## config.mk

```make
export PLATFORM = sky130hd
export DESIGN_NAME = image_encoder
export DESIGN_NICKNAME = d
export VERILOG_FILES = /design/src/rtl/image_encoder.sv
export SDC_FILE = /design/constraint.sdc
export NUM_CORES = 1
export LEC_CHECK = 0
export BUFFER_PORTS_ARGS = -buffer_cell sky130_fd_sc_hd__buf_2
export CORE_ASPECT_RATIO = 0.75
export CORE_MARGIN = 2
export CORE_UTILIZATION = 50
export DETAILED_ROUTE_END_ITERATION = 8
export PLACE_DENSITY = 0.68
export SLEW_MARGIN = 20
export SYNTH_ARGS = -nofsm -noshare
export SYNTH_HDL_FRONTEND = slang
export SYNTH_SLANG_ARGS = --single-unit
```

## constraint.sdc

```tcl
create_clock -name cam_out_clk -period 8.4 [get_ports cam_out_clk]
set_input_delay 1.68 -clock cam_out_clk [delete_from_list [all_inputs] [get_ports cam_out_clk]]
set_output_delay 1.68 -clock cam_out_clk [all_outputs]
set_load 0.05 [all_outputs]
```

## src/rtl/image_encoder.sv

```systemverilog
// Serial camera-link frame encoder: sync codes on cam_sync, four 16-bit pixel lanes on cam_data.
// States: IDLE wait | FS/LS/IMG/LE/FE code bits | GAP_* idle gaps | DATA pixel words.
module image_encoder #(
  parameter int LINES = 4,
  parameter int WORDS = 8,
  parameter int GAP   = 4
) (
  input  logic        cam_out_clk,
  input  logic        reset_n,
  input  logic        frame_start,
  input  logic [63:0] pix_data,
  input  logic        pix_valid,
  output logic        pix_ready,
  output logic        cam_sync,
  output logic [3:0]  cam_data,
  output logic        busy,
  output logic        frame_done,
  output logic        underflow
);

  localparam logic [3:0] S_IDLE   = 4'd0;
  localparam logic [3:0] S_FS     = 4'd1;
  localparam logic [3:0] S_GAP_FS = 4'd2;
  localparam logic [3:0] S_LS     = 4'd3;
  localparam logic [3:0] S_GAP_LS = 4'd4;
  localparam logic [3:0] S_IMG    = 4'd5;
  localparam logic [3:0] S_DATA   = 4'd6;
  localparam logic [3:0] S_LE     = 4'd7;
  localparam logic [3:0] S_GAP_LE = 4'd8;
  localparam logic [3:0] S_FE     = 4'd9;

  localparam logic [7:0] CODE_FS  = 8'hAA;
  localparam logic [7:0] CODE_LS  = 8'h2A;
  localparam logic [7:0] CODE_IMG = 8'h0D;
  localparam logic [7:0] CODE_LE  = 8'h4A;
  localparam logic [7:0] CODE_FE  = 8'hCA;

  localparam logic [7:0]  GAP_LAST  = 8'(GAP - 1);
  localparam logic [15:0] WORD_LAST = 16'(WORDS - 1);
  localparam logic [15:0] LINE_LAST = 16'(LINES - 1);

  logic [3:0]  state_q, state_d;
  logic [7:0]  cnt_q, cnt_d;
  logic [3:0]  bit_q, bit_d;
  logic [15:0] word_q, word_d;
  logic [15:0] line_q, line_d;
  logic [63:0] sreg_q, sreg_d;
  logic        sync_q, sync_d;
  logic [3:0]  data_q, data_d;
  logic        busy_q, busy_d;
  logic        done_q, done_d;
  logic        uf_q, uf_d;
  logic        take;
  logic [7:0]  code_sel;

  // A word is consumed on IMG bit 0 and on the LSB of every word but the last.
  assign take = (state_q == S_IMG && cnt_q == 8'd0) ||
                (state_q == S_DATA && bit_q == 4'd15 && word_q != WORD_LAST);

  assign pix_ready = take & reset_n;

  always_comb begin
    state_d = state_q;
    cnt_d   = cnt_q;
    bit_d   = bit_q;
    word_d  = word_q;
    line_d  = line_q;
    sreg_d  = sreg_q;
    uf_d    = uf_q;
    done_d  = 1'b0;

    case (state_q)
      S_IDLE: begin
        if (frame_start) begin
          state_d = S_FS;
          cnt_d   = 8'd7;
          bit_d   = 4'd0;
          word_d  = 16'd0;
          line_d  = 16'd0;
          uf_d    = 1'b0;
        end
      end
      S_FS: begin
        if (cnt_q == 8'd0) begin
          state_d = S_GAP_FS;
          cnt_d   = GAP_LAST;
        end else begin
          cnt_d = cnt_q - 8'd1;
        end
      end
      S_GAP_FS: begin
        if (cnt_q == 8'd0) begin
          state_d = S_LS;
          cnt_d   = 8'd7;
          word_d  = 16'd0;
        end else begin
          cnt_d = cnt_q - 8'd1;
        end
      end
      S_LS: begin
        if (cnt_q == 8'd0) begin
          state_d = S_GAP_LS;
          cnt_d   = GAP_LAST;
        end else begin
          cnt_d = cnt_q - 8'd1;
        end
      end
      S_GAP_LS: begin
        if (cnt_q == 8'd0) begin
          state_d = S_IMG;
          cnt_d   = 8'd7;
        end else begin
          cnt_d = cnt_q - 8'd1;
        end
      end
      S_IMG: begin
        if (cnt_q == 8'd0) begin
          state_d = S_DATA;
          bit_d   = 4'd0;
          word_d  = 16'd0;
        end else begin
          cnt_d = cnt_q - 8'd1;
        end
      end
      S_DATA: begin
        bit_d = bit_q + 4'd1;
        for (int i = 0; i < 4; i++) begin
          sreg_d[16*i +: 16] = {sreg_q[16*i +: 15], 1'b0};
        end
        if (bit_q == 4'd15) begin
          if (word_q == WORD_LAST) begin
            state_d = S_LE;
            cnt_d   = 8'd7;
          end else begin
            word_d = word_q + 16'd1;
          end
        end
      end
      S_LE: begin
        if (cnt_q == 8'd0) begin
          state_d = S_GAP_LE;
          cnt_d   = GAP_LAST;
        end else begin
          cnt_d = cnt_q - 8'd1;
        end
      end
      S_GAP_LE: begin
        if (cnt_q == 8'd0) begin
          cnt_d = 8'd7;
          if (line_q == LINE_LAST) begin
            state_d = S_FE;
          end else begin
            state_d = S_LS;
            line_d  = line_q + 16'd1;
            word_d  = 16'd0;
          end
        end else begin
          cnt_d = cnt_q - 8'd1;
        end
      end
      S_FE: begin
        if (cnt_q == 8'd0) begin
          state_d = S_IDLE;
          done_d  = 1'b1;
        end else begin
          cnt_d = cnt_q - 8'd1;
        end
      end
      default: state_d = S_IDLE;
    endcase

    // A missing word is replaced by zeros so the line keeps its length.
    if (take) begin
      sreg_d = pix_valid ? pix_data : 64'h0;
      if (!pix_valid) uf_d = 1'b1;
    end
  end

  always_comb begin
    case (state_d)
      S_FS:    code_sel = CODE_FS;
      S_LS:    code_sel = CODE_LS;
      S_IMG:   code_sel = CODE_IMG;
      S_LE:    code_sel = CODE_LE;
      S_FE:    code_sel = CODE_FE;
      default: code_sel = 8'h00;
    endcase
    sync_d = code_sel[cnt_d[2:0]];
    data_d = (state_d == S_DATA) ? {sreg_d[63], sreg_d[47], sreg_d[31], sreg_d[15]} : 4'h0;
    busy_d = (state_d != S_IDLE);
  end

  always_ff @(posedge cam_out_clk) begin
    if (!reset_n) begin
      state_q <= S_IDLE;
      cnt_q   <= 8'd0;
      bit_q   <= 4'd0;
      word_q  <= 16'd0;
      line_q  <= 16'd0;
      sreg_q  <= 64'h0;
      sync_q  <= 1'b0;
      data_q  <= 4'h0;
      busy_q  <= 1'b0;
      done_q  <= 1'b0;
      uf_q    <= 1'b0;
    end else begin
      state_q <= state_d;
      cnt_q   <= cnt_d;
      bit_q   <= bit_d;
      word_q  <= word_d;
      line_q  <= line_d;
      sreg_q  <= sreg_d;
      sync_q  <= sync_d;
      data_q  <= data_d;
      busy_q  <= busy_d;
      done_q  <= done_d;
      uf_q    <= uf_d;
    end
  end

  assign cam_sync   = sync_q;
  assign cam_data   = data_q;
  assign busy       = busy_q;
  assign frame_done = done_q;
  assign underflow  = uf_q;

endmodule

```

# Word level (Yosys, flattened, before mapping)
# Cells that the tools add are included.
classes:
  order_cmp: 1
  n_addsub: 4
  n_mux: 44
  reduce_logical: 22
  eq_ne: 28
  n_bitwise: 1
op_table:
  columns: ["op", "count"]
  rows:
  - ["$mux W64", 3]
  - ["$mux W16", 8]
  - ["$pmux W8 S5", 2]
  - ["$pmux W16 S4", 1]
  - ["$mux W4", 14]
  - ["$mux W8", 6]
  - ["$pmux W4 S10", 1]
  - ["$add A16 B1 Y16 const B", 2]
  - ["$pmux W16 S2", 1]
  - ["$eq A4 B3 Y1 const B", 7]
  - ["$eq A16 B2 Y1 const B", 1]
  - ["$eq A16 B3 Y1 const B", 1]
  - ["$eq A4 B4 Y1 const B", 4]
  - ["$ne A16 B3 Y1 const B", 1]
  - ["$eq A4 B2 Y1 const B", 3]
  - ["$pmux W4 S3", 1]
  - ["$ne A2 B2 Y1 const B", 5]
  - ["$eq A4 B1 Y1 const B", 2]
  - ["$logic_not A8 Y1", 1]
  - ["$ne A2 B1 Y1 const B", 4]
  - ["$reduce_bool A4 Y1", 2]
  - ["$sub A8 B1 Y8 const B", 1]
  - ["$reduce_and A7 Y1", 1]
  - ["$mux W1", 6]
  - ["other kinds (16)", 22]
word_totals:
  elab_cells: 113
  out_inout_bits: 9
  reg_bits: 120
  in_bits: 68

# Depth between registers and ports, before layout
# Gate-level depths: netlist (run 1).
logic_depth:
  depth_word: 8
  depth_mapped: 13
  depth_no_buf: 13

# Least setup slack after synthesis (run 1)
# No wires, ideal clock.
synth_path:
  kind: "input to output"
  start: "in reset_n"
  end: "out pix_ready"
  path_stages: 3
  t_required_ns: 6.720
  arrival_time_ns: 2.288
  slack_ns: 4.432
  cell_sequence: "clkbuf_1 -> nand2_1 -> inv_1"
synth_via:
  elab_chain_cells: 1
synth_lines:
  columns: ["element", "line_no", "rtl"]
  rows:
  - ["from (decl)", "9", "input logic reset_n,"]
  - ["$and A1 B1 Y1", "60", "assign pix_ready = take & reset_n;"]
  - ["to (decl)", "13", "output logic pix_ready,"]
# No other way between the ends.

# Final worst setup path (run 1)
layout_path:
  start: "reg cnt_q[0]"
  end: "out pix_ready"
layout_via:
  elab_chain_cells: 4
layout_lines:
  columns: ["element", "line_no", "rtl"]
  rows:
  - ["from (decl)", "43", "logic [7:0] cnt_q, cnt_d;"]
  - ["from (signal assigned)", "208", "cnt_q <= cnt_d;"]
  - ["$logic_not A8 Y1", "57", "assign take = (state_q == S_IMG && cnt_q == 8'd0) ||"]
  - ["$logic_and A1 B1 Y1", "57", null]
  - ["$logic_or A1 B1 Y1", "57", null]
  - ["$and A1 B1 Y1", "60", null]
# No other way between the ends.

==> impl_metrics.py, run 1 <==
metrics = {
    "clock_network": {
        "cts.sinks": 120,
        "cts_resized": 0,
        "clk_pin_slew_ns": 0.06,
        "cts_setup_buffers": 0,
        "cts_htree_levels": 4,
        "holdBufCountCts": 0,
        "clockRootBuffer": "clkbuf_16",
        "clock_latency_ns": 0.42,
        "cts.path.max_buffers": 2,
        "cts_made_buffers": 17,
        "cts_tree": "built",
    },
    "setup_path": {
        "crit_fanout": 41,
        "required_ns": 6.72,
        "criticalPathCategory": "register to output pin",
        "cp-end-kind": "output pin",
        "worstSetupStartpointType": "register",
        "cp.arrival_ns": 2.75,
    },
    "route": {
        "drc": 0,
        "antenna_left": 0,
        "drt-total-wl_um": 14400,
        "drt_first_iter_violations": 573,
        "via_per_inst": 5.62,
        "vias": 5655,
        "firstDrtPassIters": 5,
        "post_drt_wl_per_cell_um": 14.3,
    },
    "finish": {
        "drive_gt1_frac": 0.148,
        "nets": 905,
        "fill_cells": 1057,
        "diodes": 0,
        "syn_to_final_growth_pct": 16.0,
    },
    "sta": {
        "hold_viol": 0,
        "rsz0062_at_grt": "no",
        "finalCritPeriodShare": 0.528,
        "fmax_mhz": 226,
        "tightestPinTransition_ns": 0.894,
        "holdWs_ns": 0.462,
        "setup_viol": 0,
        "clock_skew_ns": 0.00952,
        "period_needed_ns": 4.43,
        "drv_slew": 0,
        "setup_tns_ns": 0,
        "slew_headroom": 0.388,
    },
    "power_and_ir_drop": {
        "ir_drop_mv": 0.203,
        "p_per_area_nw_per_um2": 254,
        "clock_power_share": 0.398,
        "switching_share": 0.324,
        "p_leak_uw": 0.00259,
        "seq_power_share": 0.361,
        "p_switching_uw": 568,
        "p_int_uw": 1180,
        "combPwrFrac": 0.241,
    },
    "synthesis": {
        "ys_seq_area_frac": 0.403,
        "ys_async_sr_fraction": 0,
        "netlist_instances": 790,
        "syn_avg_cell_area_um2": 7.54,
        "synthFlopType": "dfxtp_1",
        "synth_most_common_cell": "nand2_1",
        "synth_edf_count": 0,
        "synthTopCellsByArea": "dfxtp_1 (40%), nand2_1 (9.1%), a21oi_1 (7.0%)",
        "synth_largest_area_cell": "dfxtp_1",
        "synth_nets": 863,
        "synth_top_cell_area_share": 0.403,
        "yosys_warnings": 0,
        "ys_ff_latch": 120,
        "synth.distinct_cells": 60,
        "syn_area_um2": 5960,
        "ys_top_cells_by_count": "nand2_1 (145), dfxtp_1 (120), nor2_1 (106)",
    },
    "placement": {
        "io_buffers": 76,
        "gp_congestion": 0.882,
        "dp_hpwl_um": 9210,
    },
    "outcome": {
        "status": "finished, final reports clean",
    },
    "die": {
        "dieArea_um2": 12800,
        "rows": 34,
        "die_h_um": 98.5,
        "die_w_um": 130,
        "initial_utilization": 0.513,
        "io_pins": 77,
        "core-area_um2": 11600,
    },
    "global_route": {
        "grt_max_degree": 90,
        "grt_pass1_wl_um": 24000,
        "antenna_found_initial": 1,
        "overflow": 0,
        "grt_usage": 0.232,
        "grt_pass1_vias": 5148,
    },
    "run": {
        "drv_cap": 0,
    },
    "min_path": {
        "hp-class": "register to register",
    },
}
worst paths after layout:
path              startpoint         to  slack [ns]  cells after the start
setup / recovery    cnt_q[0]  pix_ready        3.97                      8
hold / removal      bit_q[3]   bit_q[3]        0.46                      1
setup reg to reg    cnt_q[0]   cam_sync        4.84                     13
hold reg to reg     bit_q[3]   bit_q[3]        0.46                      1
flip-flops by register name (all words and copies together), names as in the netlist:
signal	flops
sreg_q	64
line_q	16
word_q	16
cnt_q	8
bit_q	4
cam_data	4
state_q	4
busy	1
cam_sync	1
frame_done	1
underflow	1
layout by cell type, fill, tap and decap left out, types with 4 or more instances in the layout:
| cell type | Yosys | final |
|---|---|---|
| a21oi_1 | 83 | 83 |
| a31oi_1 | 60 | 60 |
| and2_1 | 10 | 10 |
| and3_1 | 11 | 11 |
| buf_2 | 20 | 75 |
| buf_4 | 4 | 5 |
| clkbuf_1 | 31 | 4 |
| clkbuf_16 | 0 | 17 |
| clkbuf_8 | 0 | 5 |
| dfxtp_1 | 120 | 120 |
| ha_1 | 5 | 5 |
| inv_1 | 14 | 13 |
| mux2i_1 | 7 | 7 |
| nand2_1 | 145 | 145 |
| nand2b_1 | 6 | 6 |
| nand3_1 | 27 | 26 |
| nand3b_1 | 4 | 4 |
| nand4_1 | 14 | 14 |
| nor2_1 | 106 | 106 |
| nor3_1 | 11 | 10 |
| nor4_1 | 8 | 8 |
| o21ai_0 | 21 | 21 |
| or3_1 | 4 | 4 |
| xnor2_1 | 11 | 11 |
| xor2_1 | 17 | 17 |
critical path, stage by stage, from the launching register on:
cell,delay (ns)
dfxtp_1,0.33
inv_1,0.08
ha_1,0.21
or3b_2,0.56
nor3_4,0.29
o21a_4,0.42
nand2_1,0.14
inv_1,0.07
buf_2,0.25
stage by stage:
| step | area [um2] | util | instances | total power [uW] | setup WS (ns) |
|---|---|---|---|---|---|
| 2_1_floorplan | 5960 | - | 790 | 975 | 4.43 |
| 3_3_place_gp | 6320 | 0.545 | 975 | 1050 | 4.30 |
| 3_5_place_dp | 6330 | 0.545 | 975 | 1060 | 4.28 |
| 4_1_cts | 6910 | 0.595 | 1007 | 1760 | 3.96 |
| 5_1_grt | 6910 | 0.595 | 1007 | 1840 | 3.77 |
| 6_report | 6910 | 0.595 | 1007 | 1750 | 3.97 |
per-layer routing:
layer	wire (um)	vias up	track usage
met2	6400	181	0.347
met3	898	21	0.0586
met1	6840	2618	0.322
li1	-	2835	-
met4	260	0	0.0935
met5	0	-	0
final cells by class:
cell class              instances  area, um2  share of cell area
clock buffers                  26        509              0.0737
inverters                      15       56.3             0.00815
clock inverters                 6       63.8             0.00924
well taps                     162        203              0.0293
multi-input cells             598       3260               0.472
repair buffers                 80        413              0.0598
flip-flops and latches        120       2400               0.348
power groups by stage:
stage                     logic [uW]  clock network, uW  registers [uW]
final                            422                697             633
after global routing             462                738             636
after CTS                        418                710             631
after detailed placement         414                  0             643
after global placement           404                  0             641
after floorplan                  340                  0             636
cell families after synthesis:
family / Yosys count / synth area share
XOR/XNOR: 28 / 0.0412
AO/OA/AOI/OAI: 188 / 0.190
buffers and inverters: 72 / 0.0534
adder cells (fa/ha/maj): 6 / 0.0122
flip-flops: 120 / 0.403
multiplexers: 8 / 0.0137
AND/OR/NAND/NOR: 368 / 0.286
Power figures use the tool's default switching activity.
==> inputs of run 2 (changes only) <==
==> constraint.sdc (replaced) <==
create_clock -name cam_out_clk -period 4.55 [get_ports cam_out_clk]
set_input_delay 0.91 -clock cam_out_clk [delete_from_list [all_inputs] [get_ports cam_out_clk]]
set_output_delay 0.91 -clock cam_out_clk [all_outputs]
set_load 0.05 [all_outputs]
==> impl_metrics.py, run 2 (same netlist as run 1, synthesis figures left out) <==
metrics = {
    "outcome": {
        "status": "finished, final reports clean",
    },
    "sta": {
        "worst_slack_ns": 1.06,
        "tightestPinTransition_ns": 0.832,
        "drv_slew": 0,
        "fmax_mhz": 287,
        "setup_tns_ns": 0,
        "finalCritPeriodShare": 0.766,
        "slew_headroom": 0.445,
        "hold_viol": 0,
        "rsz0062_at_grt": "no",
        "clock_skew_ns": 0.00985,
        "period_needed_ns": 3.49,
        "setup_viol": 0,
    },
    "clock_network": {
        "cts_setup_buffers": 0,
        "clock_latency_ns": 0.41,
        "cts.path.max_buffers": 2,
        "clk_pin_slew_ns": 0.05,
        "cts_made_buffers": 17,
        "clockRootBuffer": "clkbuf_16",
        "cts.sinks": 120,
        "cts_htree_levels": 4,
        "cts_tree": "built",
        "cts_resized": 0,
        "holdBufCountCts": 0,
    },
    "run": {
        "drv_cap": 0,
    },
    "finish": {
        "fin_util": 0.595,
        "syn_to_final_growth_pct": 16.0,
        "multiInputGateArea_um2": 3250,
        "drive_gt1_frac": 0.149,
        "regArea_um2": 2400,
        "top_register": "sreg_q",
        "fill_cells": 1091,
        "largest_reg_flops": 64,
        "nets": 907,
        "design_area_um2": 6910,
        "layout_commonest_cell": "nand2_1",
        "final_cell_mix": "nand2_1 (145), dfxtp_1 (120), nor2_1 (106)",
        "largestRegisters": "sreg_q: 64 flops, line_q: 16 flops, word_q: 16 flops",
    },
    "route": {
        "antenna_left": 0,
        "drt_first_iter_violations": 477,
        "via_per_inst": 5.58,
        "vias": 5632,
        "drc": 0,
        "firstDrtPassIters": 5,
        "drt-total-wl_um": 14700,
        "post_drt_wl_per_cell_um": 14.6,
    },
    "die": {
        "io_pins": 77,
        "die_w_um": 130,
        "die_h_um": 98.5,
        "initial_utilization": 0.513,
        "rows": 34,
        "dieArea_um2": 12800,
        "core-area_um2": 11600,
    },
    "setup_path": {
        "worstSetupStartpointType": "register",
        "cp-end-kind": "output pin",
        "crit_fanout": 9,
        "criticalPathCategory": "register to output pin",
        "cp.arrival_ns": 2.58,
        "required_ns": 3.64,
    },
    "global_route": {
        "antenna_found_initial": 2,
        "grt_pass1_vias": 5152,
        "grt_max_degree": 129,
        "grt_usage": 0.237,
        "grt_pass1_wl_um": 24700,
        "overflow": 0,
    },
    "power_and_ir_drop": {
        "p_leak_uw": 0.00260,
        "finalPower_uw": 3240,
        "p_per_area_nw_per_um2": 469,
        "ir_drop_mv": 0.481,
    },
    "placement": {
        "dp_hpwl_um": 9380,
        "io_buffers": 76,
        "dp_slack_ns": 1.20,
        "dpl_cell_area_um2": 6340,
        "gp_congestion": 0.962,
    },
    "min_path": {
        "hp-class": "register to register",
    },
}
[run 2: cell count changes in the layout (fill, tap and decap cells not counted), sizes merged]
cell      change
buf           +2
bufinv        +1
clkbuf        -3
clkinv        +1
clkinvlp      -1
diode         +1
inv           +1
[run 2: critical path: stages, from the launching register on]
cell	delay, ns
dfxtp_1	0.38
ha_1	0.35
nor4bb_1	0.33
nand4_1	0.28
nor3b_1	0.24
o21a_4	0.22
nand2_1	0.09
inv_1	0.06
buf_2	0.21
[run 2: through the flow]
step | hold slack, ns | instances
floorplan | 0.431 | 790
global placement | 0.450 | 977
detailed placement | 0.458 | 977
CTS | 0.468 | 1008
global route | 0.494 | 1008
finish | 0.463 | 1009
[run 2: routing by layer]
layer / vias up / routed length, um / global-route usage
li1: 2834 / - / -
met1: 2610 / 6980 / 0.326
met2: 167 / 6560 / 0.361
met3: 19 / 951 / 0.0624
met4: 2 / 199 / 0.0835
met5: - / 13 / 0
[run 2: power by group]
group,leakage [uW],internal (uW),switching (uW)
Combinational,0.00135,267,515
Sequential,0.000968,1100,72.0
Clock,0.000277,829,461
Total,0.00260,2190,1050
[run 2: area by class of cell]
cell class                      count  area share
Multi-Input combinational cell    598       0.471
Timing Repair Buffer               82      0.0621
Sequential cell                   120       0.348
Tap cell                          162      0.0293
Clock inverter                      8      0.0139
Clock buffer                       23      0.0677
Antenna cell                        1    0.000362
Inverter                           15     0.00815
[run 2: final timing paths]
path | from | endpoint | slack (ns) | cells past startpoint
max | word_q[0] | pix_ready | 1.06 | 8
min | bit_q[3] | bit_q[3] | 0.46 | 1
max reg2reg | state_q[2] | cam_sync | 1.12 | 6
min reg2reg | bit_q[3] | bit_q[3] | 0.46 | 1
